`config.mk`:
```
export PLATFORM = sky130hd
export DESIGN_NAME = sd_cache_lock_arbiter
export DESIGN_NICKNAME = d
export VERILOG_FILES = /design/src/rtl/sd_cache_lock_arbiter.sv
export SDC_FILE = /design/constraint.sdc
export NUM_CORES = 1
export LEC_CHECK = 0
export ABC_AREA = 0
export BUFFER_PORTS_ARGS = -buffer_cell sky130_fd_sc_hd__buf_4
export CORE_ASPECT_RATIO = 1.1
export CORE_UTILIZATION = 25
export DETAILED_ROUTE_END_ITERATION = 12
export GPL_TIMING_DRIVEN = 0
export PLACE_DENSITY = 0.5
export SYNTH_ARGS = -nofsm -noshare
export SYNTH_HDL_FRONTEND = slang
export SYNTH_SLANG_ARGS = --single-unit
export TNS_END_PERCENT = 100
```
`constraint.sdc`:
```
create_clock -name clk -period 2.66 [get_ports clk]
set_clock_uncertainty 0.2 [all_clocks]
set_input_delay 0.532 -clock clk [delete_from_list [all_inputs] [get_ports clk]]
set_output_delay 0.532 -clock clk [all_outputs]
set_load 0.01 [all_outputs]
```
`src/rtl/sd_cache_lock_arbiter.sv`:
```
// -----------------------------------------------------------------------------
// sd_cache_lock_arbiter
//
// Round-robin arbiter sitting in front of the SD cache lock manager. It picks
// one of N requesting clients, drives the manager's acquire/release strobes,
// follows the manager's lock/unlock confirmations and returns a one-hot grant
// to the owning client.
//
// Optional feature (compile-time macro SD_LOCK_TIMEOUT_EN):
//   hold-timeout watchdog. When defined, a client that keeps the lock for
//   HOLD_MAX cycles is forced into release and timeout_evt pulses once.
//   When undefined, no hold counter exists and timeout_evt is tied low.
//
// Parameters:
//   N         number of clients (2..8)
//   HOLD_MAX  maximum hold time in cycles (watchdog build only)
//
// Ports:
//   clk           clock, rising edge
//   rst_n         asynchronous active-low reset
//   req[N]        level request per client
//   rel[N]        release pulse per client, honoured from the owner only
//   gnt[N]        one-hot owner vector, zero when there is no owner
//   lock_acquire  acquire strobe to the lock manager (high in ACQ)
//   lock_release  release strobe to the lock manager (high in REL)
//   lock          manager confirms the acquire
//   unlock        manager confirms the release
//   busy          high whenever the arbiter is not IDLE
//   timeout_evt   one-cycle pulse when the watchdog forces a release
//
// state | meaning
// ------+---------------------------------------------------------------
// IDLE  | no owner; arbitrate pending requests
// ACQ   | candidate registered, lock_acquire high, waiting for lock
// HELD  | candidate owns the lock, gnt asserted, waiting for owner rel
// REL   | lock_release high, gnt still asserted, waiting for unlock
// -----------------------------------------------------------------------------
module sd_cache_lock_arbiter #(
   parameter int N        = 4,
   parameter int HOLD_MAX = 1024
) (
   input  logic         clk,
   input  logic         rst_n,
   input  logic [N-1:0] req,
   input  logic [N-1:0] rel,
   output logic [N-1:0] gnt,
   output logic         lock_acquire,
   output logic         lock_release,
   input  logic         lock,
   input  logic         unlock,
   output logic         busy,
   output logic         timeout_evt
);

   localparam int PW = (N > 1) ? $clog2(N) : 1;

   typedef enum logic [1:0] {
      IDLE = 2'd0,
      ACQ  = 2'd1,
      HELD = 2'd2,
      REL  = 2'd3
   } state_t;

   if (N < 2 || N > 8 || HOLD_MAX < 2) begin : g_param_check
      $error("sd_cache_lock_arbiter: N must be 2..8 and HOLD_MAX at least 2");
   end

   state_t          state_q, state_d;
   logic [PW-1:0]   ptr_q,   ptr_d;
   logic [PW-1:0]   cand_q,  cand_d;
   logic [N-1:0]    gnt_q,   gnt_d;

`ifdef SD_LOCK_TIMEOUT_EN
   localparam int            CW       = $clog2(HOLD_MAX + 1);
   localparam logic [CW-1:0] HOLD_TC  = CW'(HOLD_MAX - 1);
   localparam logic [CW-1:0] HOLD_SAT = CW'(HOLD_MAX);

   logic [CW-1:0]   hold_cnt_q, hold_cnt_d;
   logic            tmo_q,      tmo_d;
`endif

   function automatic logic [PW-1:0] next_idx(input logic [PW-1:0] idx);
      if (idx == PW'(N - 1)) return '0;
      else                   return idx + 1'b1;
   endfunction

   // First set request at or after the pointer, wrapping N-1 -> 0.
   function automatic logic [PW-1:0] rr_pick(input logic [N-1:0]  r,
                                             input logic [PW-1:0] p);
      logic [PW-1:0] idx;
      logic          found;
      idx     = p;
      found   = 1'b0;
      rr_pick = p;
      for (int i = 0; i < N; i++) begin
         if (!found && r[idx]) begin
            rr_pick = idx;
            found   = 1'b1;
         end
         idx = next_idx(idx);
      end
   endfunction

   always_comb begin
      state_d = state_q;
      ptr_d   = ptr_q;
      cand_d  = cand_q;
      gnt_d   = gnt_q;
`ifdef SD_LOCK_TIMEOUT_EN
      hold_cnt_d = hold_cnt_q;
      tmo_d      = 1'b0;
`endif
      case (state_q)
         IDLE: begin
            if (|req) begin
               cand_d  = rr_pick(req, ptr_q);
               state_d = ACQ;
            end
         end
         ACQ: begin
            // A confirmation wins over a same-cycle withdrawal: the manager
            // already holds the lock on this client's behalf.
            if (lock) begin
               state_d = HELD;
               gnt_d   = N'(1) << cand_q;
`ifdef SD_LOCK_TIMEOUT_EN
               hold_cnt_d = '0;
`endif
            end else if (!req[cand_q]) begin
               state_d = IDLE;
               ptr_d   = next_idx(cand_q);
            end
         end
         HELD: begin
`ifdef SD_LOCK_TIMEOUT_EN
            if (hold_cnt_q != HOLD_SAT) hold_cnt_d = hold_cnt_q + 1'b1;
            // Owner release takes priority so a coincident expiry is silent.
            if (rel[cand_q]) begin
               state_d = REL;
            end else if (hold_cnt_q == HOLD_TC) begin
               state_d = REL;
               tmo_d   = 1'b1;
            end
`else
            if (rel[cand_q]) state_d = REL;
`endif
         end
         REL: begin
            if (unlock) begin
               state_d = IDLE;
               gnt_d   = '0;
               ptr_d   = next_idx(cand_q);
            end
         end
         default: state_d = IDLE;
      endcase
   end

   always_ff @(posedge clk or negedge rst_n) begin
      if (!rst_n) begin
         state_q <= IDLE;
         ptr_q   <= '0;
         cand_q  <= '0;
         gnt_q   <= '0;
`ifdef SD_LOCK_TIMEOUT_EN
         hold_cnt_q <= '0;
         tmo_q      <= 1'b0;
`endif
      end else begin
         state_q <= state_d;
         ptr_q   <= ptr_d;
         cand_q  <= cand_d;
         gnt_q   <= gnt_d;
`ifdef SD_LOCK_TIMEOUT_EN
         hold_cnt_q <= hold_cnt_d;
         tmo_q      <= tmo_d;
`endif
      end
   end

   // Strobes decode straight from the state flop so reset clears them
   // asynchronously and they can never overlap.
   assign gnt          = gnt_q;
   assign lock_acquire = (state_q == ACQ);
   assign lock_release = (state_q == REL);
   assign busy         = (state_q != IDLE);

`ifdef SD_LOCK_TIMEOUT_EN
   assign timeout_evt = tmo_q;
`else
   assign timeout_evt = 1'b0;
`endif

endmodule

```
==> impl_metrics.json <==
{
  "track_usage_pct": 11.85,
  "cts_sinks": 10,
  "post-synth-top-area-cell": "dfrtp_1",
  "clockBufferDepth": 2,
  "leakagePower_nw": 0.5144,
  "cts_setup_buffers": 0,
  "synthCells": 110,
  "rsz0062_at_grt": "no",
  "hold_violations": 0,
  "ff_latch_area_um2": 250.2,
  "dp.cells": 177,
  "ant_nets": 0,
  "n_fill_cell": 400,
  "ys.flop_type": "dfrtp_1",
  "fin_nets": 150,
  "final.setup.tns_ns": 0,
  "min_period_over_period_pct": 84.18,
  "fp-row-count": 23,
  "vias": 879,
  "synth.area.top_cells": "dfrtp_1, mux4_2, ha_1",
  "synth.distinct_cells": 38,
  "fin_util_pct": 32.99,
  "slew_violations": 0,
  "clock_latency_ns": 0.24,
  "drive_gt1_share_pct": 26.52,
  "yosysMostFrequentCell": "nand2_1",
  "clockRootBuffer": "clkbuf_8",
  "antenna_cells": 0,
  "grt_antenna_before_repair": 0,
  "cts_buffers": 3,
  "avgSynthCellArea_um2": 8.554,
  "finalNonFillerCells": 182,
  "wire_per_inst_um": 11.57,
  "path_max_fanout": 9,
  "crit_type": "register to register",
  "initial_core_util_pct": 25.95,
  "synth_area_um2": 940.9,
  "synth_warnings": 0,
  "grt_pass1_vias": 798,
  "async_flop_share_pct": 100.0,
  "drtIter0Drc": 46,
  "arrival_ns": 2.15,
  "status": "complete, no violations",
  "grt_max_degree": 11,
  "cp-end-kind": "register",
  "clkTransAtPathRegs_ns": 0.05,
  "die-area_um2": 4013,
  "die_w_um": 60.50,
  "cts_tree": "done",
  "remaining_drc_errors": 0,
  "routed_via_density": 4.830,
  "peakVddDrop_mv": 0.3688,
  "fin_crit_ns": 2.239,
  "ys_seq_area_share_pct": 26.60,
  "grt_pass1_wl_um": 3643,
  "routed_wl_um": 2105,
  "crit_path_start_kind": "register",
  "synth_seq_cells": 10,
  "ios": 20,
  "cts_hold_buf": 1,
  "power_density_nw_per_um2": 1108,
  "cap_violations": 0,
  "hold_class": "register to register",
  "synth-edff-count": 0,
  "fmax_ghz": 0.4466,
  "coreArea_um2": 3626,
  "port_buffers": 17,
  "netlist.area_leader.share_pct": 26.60,
  "area_growth_pct": 27.13,
  "critPathRequiredTime_ns": 2.57,
  "overflow": 0,
  "multi_input_area_um2": 613.1,
  "cts_resized": 0,
  "synth_common_cells": "nand2_1, dfrtp_1, o21ai_0",
  "fin_worst_hold_slack_ns": 0.3098,
  "finalSetupViolCount": 0,
  "cts_htree_levels": 1,
  "place_hpwl_um": 1588,
  "drt_pass1_iterations": 4,
  "synth_nets": 127,
  "finalWeightedCongestion": 0.7828,
  "die_y_um": 66.34
}
==> final timing paths <==
path | from | to | slack (ns) | cells after the start
hold / removal | gnt[0] | gnt[0] | 0.31 | 2
min in group asynchronous | rst_n | asynchronous set/reset pin | 0.46 | 2
hold reg to reg | gnt[0] | gnt[0] | 0.31 | 2
setup / recovery | ptr_q[1] | cand_q[1] | 0.42 | 5
setup reg to reg | ptr_q[1] | cand_q[1] | 0.42 | 5
max in group asynchronous | rst_n | ptr_q[1] | 1.66 | 2
==> power by group <==
| part | switching [W] | internal (W) | total (W) |
|---|---|---|---|
| registers | 0.0000892 | 0.000227 | 0.000316 |
| clock network | 0.0000606 | 0.000130 | 0.000191 |
| logic | 0.000413 | 0.000406 | 0.000818 |
| total | 0.000562 | 0.000763 | 0.00133 |
==> per-stage QoR <==
step	power, W	setup slack (ns)	area, µm²
floorplan	0.0009108	0.5824	940.9
global placement	0.001131	0.4097	1131
detailed placement	0.001134	0.4061	1131
CTS	0.001334	0.4491	1196
global route	0.001469	0.2522	1196
finish	0.001325	0.4208	1196
==> cell usage in the layout (no fill, tap or decap), types with 2 or more instances in the layout <==
cell type / n
clkbuf_1: 4
clkbuf_8: 4
ha_1: 5
or3_1: 3
inv_1: 6
o31ai_1: 2
a21oi_1: 5
nor2_1: 5
mux4_2: 4
a22oi_1: 4
o21ai_0: 9
and2_1: 2
a31oi_1: 5
buf_2: 2
nor2b_1: 3
buf_4: 18
dfrtp_1: 10
nand2_1: 14
o32a_1: 2
buf_6: 2
nand2b_1: 4
==> metal layers <==
layer	global-route usage, %	vias up	share of wire, %
li1	-	445	-
met1	15.64	411	48
met2	18.82	19	47
met3	1.370	4	3.3
met4	5.682	0	1.6
met5	0	-	0
==> critical path: stages (launching register included) <==
cell and delay, ns:
dfrtp_1 0.46, ha_1 0.28, nor2_2 0.36, mux4_2 0.55, a21oi_1 0.17, a31oi_1 0.10
==> cells by family after synthesis <==
group                      after synthesis  share of synthesized area, %
adders and majority gates                5                         6.649
buffers and inverters                   15                         8.244
AOI/OAI and AO/OA                       34                         23.67
DFF                                     10                         26.60
other                                    1                        0.3986
muxes                                    7                         13.43
and+or+nand+nor                         38                         21.01
==> flip-flops by register name, summed over array words and instances, names as in the netlist, named ones only <==
signal / count
cand_q: 2
gnt: 4
state_q: 1
ptr_q: 2
==> layout make-up <==
class	count	area share, %
buffer	9	4.602
clock buffer	4	4.602
inverter	6	1.883
multi-input combinational	85	51.26
sequential	10	20.92
tap	50	5.230
timing repair buffer	18	11.51
Note: power is estimated with default switching activity, not from simulation.
